### config.mk
export PLATFORM = sky130hd
export DESIGN_NAME = imem_loader
export DESIGN_NICKNAME = d
export VERILOG_FILES = /design/src/rtl/imem_pkg.sv /design/src/rtl/imem_dpram.sv /design/src/rtl/imem_loader.sv
export SDC_FILE = /design/constraint.sdc
export NUM_CORES = 1
export LEC_CHECK = 0
export CAP_MARGIN = 15
export CELL_PAD_IN_SITES_DETAIL_PLACEMENT = 1
export CELL_PAD_IN_SITES_GLOBAL_PLACEMENT = 2
export CORE_MARGIN = 2
export CORE_UTILIZATION = 40
export CTS_BUF_LIST = sky130_fd_sc_hd__clkbuf_4 sky130_fd_sc_hd__clkbuf_8 sky130_fd_sc_hd__clkbuf_16
export CTS_CLUSTER_DIAMETER = 80
export CTS_CLUSTER_SIZE = 16
export DETAILED_ROUTE_END_ITERATION = 10
export HOLD_SLACK_MARGIN = 0.12
export MAX_ROUTING_LAYER = met4
export PLACE_DENSITY_LB_ADDON = 0.1
export SLEW_MARGIN = 5
export SYNTH_ARGS = -nofsm -noshare
export SYNTH_HDL_FRONTEND = slang
export SYNTH_HIERARCHICAL = 1
export SYNTH_SLANG_ARGS = --single-unit
### constraint.sdc
create_clock -name clk -period 5 [get_ports clk]
set_input_delay 0.5 -clock clk [delete_from_list [all_inputs] [get_ports clk]]
set_output_delay 0.5 -clock clk [all_outputs]
set_load 0.02 [all_outputs]
### src/rtl/imem_pkg.sv
// Shared types and constants for the instruction-memory loader.
// IMEM_LOADER_CHECKSUM_EN adds the CHECK state used for trailer verification.
package imem_pkg;

  localparam int DEPTH_DEF = 32;
  localparam int AW_DEF    = 5;

  typedef logic [31:0] word_t;

  localparam word_t HOLD_INSTR = 32'hFFFF_FFFF;

`ifdef IMEM_LOADER_CHECKSUM_EN
  typedef enum logic [2:0] {
    IDLE  = 3'd0,
    LOAD  = 3'd1,
    CHECK = 3'd2,
    DONE  = 3'd3,
    ERR   = 3'd4
  } state_t;
`else
  typedef enum logic [2:0] {
    IDLE  = 3'd0,
    LOAD  = 3'd1,
    DONE  = 3'd3,
    ERR   = 3'd4
  } state_t;
`endif

endpackage

### src/rtl/imem_dpram.sv
// Simple dual-port instruction RAM: one write port and one registered read port.
// A read and a write to the same address in the same cycle return the old contents.
module imem_dpram
  import imem_pkg::*;
#(
  parameter int DEPTH = DEPTH_DEF,
  parameter int AW    = AW_DEF
) (
  input  logic          clk,
  input  logic          we,
  input  logic [AW-1:0] waddr,
  input  word_t         wdata,
  input  logic [AW-1:0] raddr,
  output word_t         rdata
);

  word_t mem [DEPTH];

  // Contents are deliberately not reset.
  always_ff @(posedge clk) begin
    if (we) begin
      mem[waddr] <= wdata;
    end
    rdata <= mem[raddr];
  end

endmodule

### src/rtl/imem_loader.sv
// Streams a program image into instruction RAM and holds the core in reset until it is valid.
// Defining IMEM_LOADER_CHECKSUM_EN adds a trailer beat compared against a running word sum.
//
// state | meaning
// IDLE  | out of reset, no image, core held
// LOAD  | accepting program words into RAM
// CHECK | waiting for the checksum trailer beat (checksum build only)
// DONE  | image valid, core released
// ERR   | overflow or checksum mismatch, core held
module imem_loader
  import imem_pkg::*;
#(
  parameter int DEPTH = DEPTH_DEF,
  parameter int AW    = AW_DEF
) (
  input  logic          clk,
  input  logic          rst,
  input  logic          start,
  input  logic          s_valid,
  output logic          s_ready,
  input  logic [31:0]   s_data,
  input  logic          s_last,
  input  logic [AW-1:0] fetch_addr,
  output logic [31:0]   fetch_data,
  output logic          cpu_hold,
  output logic          load_done,
  output logic          load_err,
  output logic [AW:0]   word_count
);

  localparam logic [AW:0] LAST_IDX  = (AW+1)'(DEPTH - 1);
  localparam logic [AW:0] COUNT_ONE = (AW+1)'(1);

  state_t      state;
  state_t      state_nx;
  logic [AW:0] count_nx;
  logic        wr_en;
  word_t       rd_word;

`ifdef IMEM_LOADER_CHECKSUM_EN
  word_t       sum;
`endif

  always_ff @(posedge clk or negedge rst) begin
    if (!rst) begin
      state      <= IDLE;
      word_count <= '0;
    end else begin
      state      <= state_nx;
      word_count <= count_nx;
    end
  end

  always_comb begin
    state_nx  = state;
    count_nx  = word_count;
    wr_en     = 1'b0;
    s_ready   = 1'b0;
    cpu_hold  = 1'b1;
    load_done = 1'b0;
    load_err  = 1'b0;
    case (state)
      IDLE: begin
        if (start) begin
          state_nx = LOAD;
          count_nx = '0;
        end
      end
      LOAD: begin
        s_ready = 1'b1;
        // A restart wins over a beat presented in the same cycle.
        if (start) begin
          count_nx = '0;
        end else if (s_valid) begin
          wr_en    = 1'b1;
          count_nx = word_count + COUNT_ONE;
          if (s_last) begin
`ifdef IMEM_LOADER_CHECKSUM_EN
            state_nx = CHECK;
`else
            state_nx = DONE;
`endif
          end else if (word_count == LAST_IDX) begin
            state_nx = ERR;
          end
        end
      end
`ifdef IMEM_LOADER_CHECKSUM_EN
      CHECK: begin
        s_ready = 1'b1;
        if (start) begin
          state_nx = LOAD;
          count_nx = '0;
        end else if (s_valid) begin
          state_nx = (s_data == sum) ? DONE : ERR;
        end
      end
`endif
      DONE: begin
        cpu_hold  = 1'b0;
        load_done = 1'b1;
        if (start) begin
          state_nx = LOAD;
          count_nx = '0;
        end
      end
      ERR: begin
        load_err = 1'b1;
        if (start) begin
          state_nx = LOAD;
          count_nx = '0;
        end
      end
      default: begin
        state_nx = IDLE;
        count_nx = '0;
      end
    endcase
  end

`ifdef IMEM_LOADER_CHECKSUM_EN
  always_ff @(posedge clk or negedge rst) begin
    if (!rst) begin
      sum <= '0;
    end else if (start) begin
      sum <= '0;
    end else if (wr_en) begin
      sum <= sum + s_data;
    end
  end
`endif

  // Write address is the word count; ERR is entered before it could wrap.
  imem_dpram #(
    .DEPTH (DEPTH),
    .AW    (AW)
  ) u_ram (
    .clk   (clk),
    .we    (wr_en),
    .waddr (word_count[AW-1:0]),
    .wdata (s_data),
    .raddr (fetch_addr),
    .rdata (rd_word)
  );

  assign fetch_data = cpu_hold ? HOLD_INSTR : rd_word;

endmodule

# [Word-level counts from Yosys, hierarchy flattened]
# Memories as Yosys holds them, arrays and structs flattened. A register that Yosys moved wholly into a read port is not among the register bits.
# Cells that the tools add are included.
[word_totals] ff_bits=9 ram_bits=1024 out_inout_bits=42 elab_cells=37 memories=1
[classes] addsub=1 reduce_logical=4 mux=20 n_eq_ne=9
[memory_table] memory="u_ram.mem" depth=32 width=32 read_ports=1 rd_ports_with_merged_regs=1 write_ports=1 line_no="imem_dpram.sv:17" rtl="word_t mem [DEPTH];"
[op_table] operator="32-bit two-way mux" n=1
[op_table] operator="6-bit two-way mux" n=3
[op_table] operator="3-bit two-way mux" n=5
[op_table] operator="6-bit one-hot mux with 2 select lines" n=1
[op_table] operator="1-bit two-way mux" n=9
[op_table] operator="6-bit by 1-bit adder with 6-bit output (second input constant)" n=1
[op_table] operator="6-bit by 5-bit equality test with 1-bit output (second input constant)" n=1
[op_table] operator="3-bit != test (second input constant)" n=2
[op_table] operator="3-bit one-hot mux with 2 select lines" n=1
[op_table] operator="2-bit != test (second input constant)" n=2
[op_table] operator="4-bit AND reduction" n=1
[op_table] operator="3-bit by 1-bit equality test with 1-bit output (second input constant)" n=1
[op_table] operator="3-bit by 2-bit equality test with 1-bit output (second input constant)" n=1
[op_table] operator="3-bit equality test (second input constant)" n=1
[op_table] operator="3-bit logical NOT" n=1
[op_table] operator="3-bit OR reduction" n=1
[op_table] operator="2-bit by 1-bit != test with 1-bit output (second input constant)" n=1
[op_table] operator="2-bit AND reduction" n=1

# [Longest topological paths before layout]
[depth] ltp_word=6 ltp_mapped=8 depth_no_buf=5

# [Cells and area by module]
# The synthesis kept the hierarchy.
[by_module_without_submodules] module="imem_dpram" cells_per_inst=2260 area_per_inst_um2=40485.1 n_inst=1 seq_area_each_um2=31390.1
[by_module_without_submodules] module="imem_loader" cells_per_inst=98 area_per_inst_um2=770.7 n_inst=1 seq_area_each_um2=225.2

# [Least setup slack after synthesis]
# No wires, ideal clock.
[synth_path] kind="reg2reg" from="register state[1]" to="memory u_ram/mem[28][0] in the netlist's numbering (enable)" period_less_slack_ps=3501 t_arrival_ps=3080 path_stages_with_launch=8 required_ps=4579 setup_ps=421 setup_slack_ps=1499 path_cell_list="dfrtp_1 buf_6 nor4b_4 nand2_1 inv_1 or3b_2 clkbuf_1 nor2_1"
[synth_between] elab_chain_len=4
[synth_lines] element="from (decl)" line_no="imem_loader.sv:34" rtl="state_t state;"
[synth_lines] element="from (signal assigned)" line_no="imem_loader.sv:49" rtl="state <= state_nx;"
[synth_lines] element="3-bit by 1-bit equality test with 1-bit output" line_no="imem_loader.sv:62" rtl="case (state)"
[synth_lines] element="1-bit two-way mux" line_no="imem_loader.sv:62"
[synth_lines] element="via wr_en" line_no="imem_loader.sv:37" rtl="logic wr_en;"
[synth_lines] element="1-bit two-way mux" line_no="imem_dpram.sv:21" rtl="if (we) begin"
[synth_lines] element="1-bit two-way mux (implied by the code)" line_no="imem_dpram.sv:22" rtl="mem[waddr] <= wdata;"
[synth_lines] element="to (decl)" line_no="imem_dpram.sv:17"
# The timed path passes the listed nets, and every way through them passes these cells.

# [Worst setup path in the final report]
[layout_path] from="register state[1]" to="memory u_ram/mem[28][4] in the netlist's numbering (enable)"
# Same word-level chain as after synthesis.

==> impl_metrics.toml <==
[run_status]
status = "completed"

[critical_path]
rrSetupSlack_ns = 1.59
critPathBufInv = 2
slowest_stage = "or3b_2"
cp-end-kind = "flop"
required_ns = 5.34
critPathMaxStageDelay_ns = 0.73
critPathKind = "reg2reg"
r2r_end = "u_ram/mem[28][4]$_DFFE_PP_"
cp.arrival_ns = 3.74
start_kind = "flop"
regToRegStartpoint = "state[1]$_DFFE_PN0P_"
worstPathMaxFanout = 22
startpoint = "state[1]$_DFFE_PN0P_"
reg2reg_depth = 6
cp_top_family = "simple AND/OR/NAND/NOR gates"
cp_cell_sequence = "nor4b_4 -> nand2_1 -> inv_1 -> or3b_2 -> nor2_4 -> buf_4"

[placement]
gp_congestion = 0.765
portBuffers = 83
dp.final_hpwl_mm = 67.5

[cells_and_area]
syn_to_final_growth_pct = 12.8
layout.area.seq_mm2 = 0.0316
multi_input_area_mm2 = 0.00911
fillCellCount = 9661
final_core_util = 0.456
layout-drive-gt1-share = 0.128
nNetsFinal = 2522
num_antenna_cells = 0

[cts]
cts_root_buf = "clkbuf_16"
clk_path_buf_depth = 3
insertion_delay_ns = 0.64
htree_levels = 3
postCtsSetupBuffers = 0
cts_tree = "built"
ctsHoldBuffers = 0
clkTransAtPathRegs_ns = 0.07
clock-sinks = 1065
numCtsBuffers = 76
cts_resized = 0

[global_route]
grt_pass1_wl_mm = 160
grtUsageMet1 = 0.270
antenna_found_initial = 2
use_met3 = 0.0240
grtUsageTotal = 0.212
grt_use_met2 = 0.365
busiest_layer = "met2"
grt_max_degree = 65
grt_pass1_vias = 22500
overflow = 0

[timing]
period_minus_slack_ns = 3.41
rsz0062_at_grt = "false"
maxSlewViolCount = 0
timing.hold.ws_ns = 0.185
relSlewSlack = 0.282
setup_viol = 0
final.setup.tns_ns = 0
hold_violations = 0
fin_worst_skew_ns = 0.0196
tightest_slew_ns = 1.07
fmax_mhz = 293
timing.final.crit_share = 0.682

[floorplanning]
die_w_um = 325
die-height_um = 325
ios = 84
dieArea_mm2 = 0.106
num_rows = 117
start_util = 0.404
core_area_mm2 = 0.102

[synth]
synth.top_cell.area_share = 0.745
ys_ff_latch = 1065
seq_area_frac_synth = 0.766
syn_inst = 2358
yosysWarnings = 6
ys.flop_type = "edfxtp_1"
syn_area_mm2 = 0.0413
synth_cell_types = 37
synth.most_common_cell = "edfxtp_1"
synth.area.top_cells = "edfxtp_1, mux2i_1, a22oi_1"
ys_async_sr_fraction = 0.00845
synth-edff-count = 1024
synth_commonest_cells = "edfxtp_1, mux2i_1, nand3_1"
synth_nets = 2401
syn_avg_cell_area_um2 = 17.5
yosys.area.top_type = "edfxtp_1"

[detailed_routing]
route.detailed.vias_per_inst = 5.42
postRouteAntennaNets = 0
drc = 0
dr.pass1.iters = 5
wl_per_cell_um = 28.0
wl_mm = 109
dr_total_vias = 21100
drt_iter0_markers = 1662

[pwr]
powerDensity_mw_per_mm2 = 367
vdd_drop_max_mv = 0.213
power_w = 0.0171
power_leakage_nw = 16.0

[worst_hold_path]
min_path_type = "in2async"

[job]
cap_violations = 0
placed cells by master (no fill, tap or decap), types with 19 or more instances in the layout:
cell and count:
edfxtp_1 1024, mux2i_1 512, nand3_1 105, nand2_1 103
a21oi_1 101, a22oi_1 97, clkbuf_16 79, buf_4 69
a22o_1 65, clkdlybuf4s50_1 63, clkbuf_4 52, nor3_1 35
or2_2 34, nor2_4 33, a31oi_1 32, dfxtp_1 32
buf_12 22, buf_2 19
sequential cells by signal, summed over array words and instances (netlist names):
| name | count |
|---|---|
| u_ram/mem | 1024 |
| u_ram/rdata | 32 |
| word_count | 6 |
| state | 3 |
through the flow:
step	area (um^2)	std cells	worst slack, ns
2_1_floorplan	41300	2358	1.50
3_3_place_gp	44200	3769	1.13
3_5_place_dp	44200	3769	1.05
4_1_cts	46500	3903	1.55
5_1_grt	46500	3903	1.40
6_report	46500	3903	1.59
how the worst max path moves through the flow:
stage	slack, ns	depth (start not counted)	to
after global placement	1.13	7	u_ram/mem[28][13]$_DFFE_PP_
final	1.59	6	u_ram/mem[28][4]$_DFFE_PP_
after global routing	1.40	6	u_ram/mem[28][4]$_DFFE_PP_
after CTS	1.55	6	u_ram/mem[28][10]$_DFFE_PP_
after detailed placement	1.05	7	u_ram/mem[28][7]$_DFFE_PP_
after floorplan	1.50	7	u_ram/mem[28][0]$_DFFE_PP_
power by group:
part           total (W)  internal [W]  switching [W]
Clock            0.00621       0.00324        0.00297
Sequential       0.00986       0.00982      0.0000407
Combinational   0.000991      0.000328       0.000663
Total             0.0171        0.0134        0.00367
final cells by class:
class                      count  area share
inverter                       5    0.000403
clock buffer                 131      0.0509
tap                         1368      0.0368
clock inverter                 3    0.000430
timing repair buffer         174      0.0365
sequential                  1065       0.679
multi-input combinational   1157       0.196
layer usage:
layer,vias up,routed length (um)
met5,-,0
met4,0,2240
met3,117,2470
met2,278,56700
met1,11200,47900
li1,9522,-
kinds of logic after synthesis:
group	Yosys count	synth area share
simple gates	342	0.0401
flops	1065	0.766
buf+inv	136	0.0193
fa+ha+maj	1	0.000303
compound gates	301	0.0495
mux	513	0.124
No activity file was read; power rests on OpenSTA's default activity.
